### src/rtl/note_sequence_writer.sv
// Builds an 8-note LFSR sequence with no two adjacent notes equal, hands it to the
// game engine with a write strobe and a start strobe, then counts completed rounds.
module note_sequence_writer #(
   parameter int          GAP_CYCLES   = 2,
   parameter logic [15:0] SEED_DEFAULT = 16'hACE1
) (
   input  logic        clk,
   input  logic        reset,
   input  logic        new_game,
   input  logic        abort,
   input  logic        seed_load,
   input  logic [15:0] seed_in,
   input  logic        game_end,
   output logic [31:0] data_out,
   output logic        write_enable,
   output logic        game_start,
   output logic        busy,
   output logic [6:0]  round_count
);

   typedef enum logic [2:0] {
      S_IDLE, S_GEN, S_WRITE, S_GAP, S_START, S_PLAY, S_DONE
   } state_t;

   localparam int          GAP_LAST_I = (GAP_CYCLES > 0) ? GAP_CYCLES - 1 : 0;
   localparam logic [3:0]  GAP_LAST   = GAP_LAST_I[3:0];

   state_t      r_state;
   state_t      w_state_next;
   logic [15:0] r_lfsr;
   logic [15:0] w_lfsr_next;
   logic [2:0]  r_idx;
   logic [2:0]  r_prev;
   logic [2:0]  w_raw;
   logic [2:0]  w_note;
   logic [31:0] r_shadow;
   logic [31:0] w_shadow_next;
   logic [31:0] r_data_out;
   logic [3:0]  r_gap;
   logic [6:0]  r_round;
   logic        r_ge;
   logic        r_ge_d;
   logic        w_ge_rise;

   assign w_lfsr_next = {1'b0, r_lfsr[15:1]} ^ (r_lfsr[0] ? 16'hB400 : 16'h0000);
   assign w_raw       = w_lfsr_next[2:0];
   // Bump a repeated note by one (mod 8); the first note has no predecessor.
   assign w_note      = ((r_idx != 3'd0) && (w_raw == r_prev)) ? w_raw + 3'd1 : w_raw;
   assign w_ge_rise   = r_ge & ~r_ge_d;

   genvar gi;
   generate
      for (gi = 0; gi < 8; gi++) begin : g_nib
         assign w_shadow_next[4*gi +: 4] = (r_idx == 3'(gi)) ? {1'b0, w_note}
                                                            : r_shadow[4*gi +: 4];
      end
   endgenerate

   always_ff @(posedge clk or posedge reset) begin
      if (reset)
         r_state <= S_IDLE;
      else
         r_state <= w_state_next;
   end

   always_comb begin
      w_state_next = r_state;
      case (r_state)
         S_IDLE:  if (new_game) w_state_next = S_GEN;
         S_GEN:   if (r_idx == 3'd7) w_state_next = S_WRITE;
         S_WRITE: w_state_next = (GAP_CYCLES == 0) ? S_START : S_GAP;
         S_GAP:   if (r_gap == GAP_LAST) w_state_next = S_START;
         S_START: w_state_next = S_PLAY;
         S_PLAY:  if (w_ge_rise) w_state_next = S_DONE;
         S_DONE:  w_state_next = S_IDLE;
         default: w_state_next = S_IDLE;
      endcase
      if (abort)
         w_state_next = S_IDLE;
   end

   always_comb begin
      write_enable = 1'b0;
      game_start   = 1'b0;
      busy         = (r_state != S_IDLE);
      case (r_state)
         S_WRITE: write_enable = ~abort;
         S_START: game_start   = ~abort;
         default: ;
      endcase
   end

   // Abort freezes the whole datapath for that cycle, so LFSR and round count hold.
   always_ff @(posedge clk or posedge reset) begin
      if (reset) begin
         r_lfsr     <= SEED_DEFAULT;
         r_idx      <= 3'd0;
         r_prev     <= 3'd0;
         r_shadow   <= 32'h0;
         r_data_out <= 32'h0;
         r_gap      <= 4'd0;
         r_round    <= 7'd0;
         r_ge       <= 1'b0;
         r_ge_d     <= 1'b0;
      end else begin
         r_ge   <= game_end;
         r_ge_d <= r_ge;
         if (!abort) begin
            case (r_state)
               S_IDLE: begin
                  r_idx <= 3'd0;
                  if (seed_load)
                     r_lfsr <= (seed_in == 16'h0000) ? SEED_DEFAULT : seed_in;
               end
               S_GEN: begin
                  r_lfsr   <= w_lfsr_next;
                  r_prev   <= w_note;
                  r_shadow <= w_shadow_next;
                  r_idx    <= r_idx + 3'd1;
                  if (r_idx == 3'd7)
                     r_data_out <= w_shadow_next;
               end
               S_WRITE: r_gap <= 4'd0;
               S_GAP:   r_gap <= r_gap + 4'd1;
               S_DONE: begin
                  if (r_round != 7'd127)
                     r_round <= r_round + 7'd1;
               end
               default: ;
            endcase
         end
      end
   end

   assign data_out    = r_data_out;
   assign round_count = r_round;

endmodule

### config.mk
export PLATFORM = sky130hd
export DESIGN_NAME = note_sequence_writer
export DESIGN_NICKNAME = d
export VERILOG_FILES = /design/src/rtl/note_sequence_writer.sv
export SDC_FILE = /design/constraint.sdc
export NUM_CORES = 1
export LEC_CHECK = 0
export BUFFER_PORTS_ARGS = -buffer_cell sky130_fd_sc_hd__buf_2
export CAP_MARGIN = 40
export CORE_UTILIZATION = 40
export CTS_BUF_LIST = sky130_fd_sc_hd__clkbuf_2
export DETAILED_ROUTE_END_ITERATION = 8
export PLACE_DENSITY = 0.56
export SETUP_SLACK_MARGIN = 0.4
export SLEW_MARGIN = 20
export SYNTH_ARGS = -nofsm -noshare
export SYNTH_HDL_FRONTEND = slang
export SYNTH_SLANG_ARGS = --single-unit
### constraint.sdc
create_clock -name clk -period 7.7 [get_ports clk]
set_input_delay 0.77 -clock clk [delete_from_list [all_inputs] [get_ports clk]]
set_output_delay 0.77 -clock clk [all_outputs]
set_load 0.005 [all_outputs]
==> impl_results.md <==
* Status: finished clean
* Final HPWL DP at 6.48 mm
* Max cap viols at 0
* Filler cell count in the final layout at 1,033
* Rows at 37
* Drt pass-1 iters at 4
* Worst-Skew Late Latency at 580 ps
* Skew final at 35.3 ps
* GPL Wtd Cong at 0.777
* Number of global-route vias before repair at 3,165
* Post-synth EDFFs at 0
* Worst Setup End Kind: output pin
* Synthesized flop and latch total at 98
* Netlist cell types at 49
* Tmin final at 2580 ps
* Crit Path Max Fanout at 9
* Worst slew pin tran at 734 ps
* Top-count cell post-synth: dfrtp_1
* Via count at 3,240
* I/O Pins at 64
* Core area at 10,500 sq um
* Setup Crit Path Kind: reg -> out
* Average wire per standard cell at 15.0 um
* Hold Violations, Final at 0
* Ranking of synthesized cells by area: dfrtp_1, nand2_1, o21ai_0
* Max Clock Freq at 387 MHz
* Antenna Nets Post-Route at 0
* Placed instance count at 614
* Clock tree sinks at 98
* Clock Tree Buf Depth at 2
* DRC at 0
* Tcrit/Tclk final at 0.335
* Largest net degree at the start of global routing at 56
* Post-CTS sizing at 0
* Predominant post-synthesis flop cell: dfrtp_1
* Hold buffers post-CTS at 0
* Share of cells above drive strength 1 at 0.215
* Max_slew headroom at 0.509
* Diodes inserted at 0
* Sequential area share after synthesis at 0.558
* Worst vdd ir at 78.1 uV
* Fin cells at 630
* Setup TNS at 0 ps
* Async SR Flop Fraction at 1.00
* Die width at 107 um
* Yosys warns at 0
* Syn nets at 466
* Setup Fix Bufs, Post-CTS at 0
* Mapped Cells at 434
* Root Buffer Master: clkbuf_2
* RSZ-0062 raised after global routing: false
* CP required at 6930 ps
* Total GRT Usage at 0.180
* # port buffers at 63
* Initial drt markers at 118
* Num CTS Buffers at 9
* Fin. max-slew vios at 0
* Final setup fails at 0
* Via density at 5.14
* Area Growth Syn to Fin at 11.9%
* Grt total ovfl at 0
* CP arrival at 1810 ps
* Fin nets at 521
* WL final at 9.44 mm
* Power density cells at 209 nW/um^2
* First-pass GRT wire length at 15.9 mm
* CTS tree: yes
* Cell Area, Synth at 4420 sq um
* Top cell type's share of synthesized area at 0.510
* Clock-pin slew on the worst setup and hold paths at 270 ps
* Initial core utilization at 0.420
* Die ar. at 11,500 sq um
* Hold Path Class: in -> async
* Initial antenna violation count at 0
* Final hold slack at 205 ps
* Static leakage at 2.52 nW
* Number of H-tree levels at 3
* Type of origin of the critical path: register
* List of most frequent post-synthesis cells: dfrtp_1, nand2_1, o21ai_0
* Die height at 107 um
* Synth Area per Inst at 10.2 sq um
* Area leader, netlist: dfrtp_1
placed cells by master, fill, tap and decap left out, types with 2 or more instances in the layout:
master	count
nand2_1	75
a211oi_1	2
o31ai_1	3
xor2_1	6
ha_1	10
nand2b_1	3
clkinv_1	2
nand3_1	9
nor4_1	4
a31oi_1	4
nor2b_1	10
mux2i_1	13
and3_1	2
clkbuf_2	11
nand3b_1	2
and2_1	4
inv_1	5
a21o_1	9
mux2_2	8
dfrtp_1	90
a22o_1	2
clkinv_2	2
xnor2_1	6
buf_2	63
nor2_1	28
nor3_1	7
nor3b_1	2
dfstp_2	8
o22ai_1	8
a311oi_1	3
o21ai_0	43
a21oi_1	26
buf_4	3
nand4_1	3
state kept, by name (all words and copies together) (netlist names):
register / cells
data_out: 32
round_count: 7
r_state: 3
r_prev: 3
r_ge_d: 1
r_gap: 4
r_lfsr: 16
r_ge: 1
r_idx: 3
r_shadow: 28
logic make-up after synthesis:
kind of cell,after synthesis,synth area share
and+or+nand+nor,159,0.173
DFF,98,0.558
AOI/OAI and AO/OA,104,0.135
adders and majority gates,10,0.0283
buffers and inverters,29,0.0286
muxes,21,0.0499
xor gates and xnor gates,13,0.0275
path summary, 6_finish.rpt:
| check | from | endpoint | slack (ps) | cells past startpoint |
|---|---|---|---|---|
| worst max-delay path | r_state[1]$_DFFE_PP0P_ | write_enable | 5120 | 4 |
| worst min-delay path | reset | r_shadow[20]$_DFFE_PP0P_ | 210 | 2 |
| worst max register to register | r_idx[0]$_DFFE_PP0P_ | r_shadow[18]$_DFFE_PP0P_ | 5230 | 7 |
| worst min register to register | r_ge$_DFF_PP0_ | r_ge_d$_DFF_PP0_ | 410 | 0 |
| max in group asynchronous | reset | data_out[6]$_DFFE_PP0P_ | 6370 | 3 |
| min in group clk | game_end | r_ge$_DFF_PP0_ | 300 | 1 |
per-layer routing:
layer	global-route usage	vias up	wire [um]
li1	-	1608	-
met1	0.255	1543	4730
met2	0.272	75	4150
met3	0.0267	14	353
met4	0.0802	0	204
met5	0	-	0
report_power, final:
group	switching, W	leakage, nW	internal (W)	total (W)
combinational	0.000103	1.16	0.0000669	0.000170
sequential	0.0000398	1.29	0.000577	0.000617
clock	0.000170	0.0708	0.0000746	0.000244
total	0.000313	2.52	0.000718	0.00103
final cells by class:
| class | instances | area, sq um | share of cell area |
|---|---|---|---|
| flip-flops and latches | 98 | 2460 | 0.498 |
| clock buffers | 11 | 55.1 | 0.0111 |
| inverters | 6 | 25.0 | 0.00507 |
| well taps | 136 | 170 | 0.0344 |
| multi-input cells | 307 | 1830 | 0.370 |
| repair buffers | 67 | 353 | 0.0714 |
| clock inverters | 5 | 47.5 | 0.00963 |
metrics by stage:
| step | total power [W] | area (sq um) | utilization | setup WS (ps) |
|---|---|---|---|---|
| after CTS | 0.00104 | 4940 | 0.470 | 5080 |
| after global placement | 0.000794 | 4820 | 0.459 | 5170 |
| after floorplan | 0.000745 | 4420 | - | 4380 |
| after global routing | 0.00109 | 4940 | 0.470 | 4920 |
| after detailed placement | 0.000799 | 4840 | 0.460 | 5220 |
| final | 0.00103 | 4940 | 0.470 | 5120 |
worst max-delay path, stage by stage (launching register included):
cell,delay (ps)
dfrtp_1,570
nor2b_1,220
nand2b_1,210
nor2_1,140
buf_2,120
(Power assumes the default switching activity.)
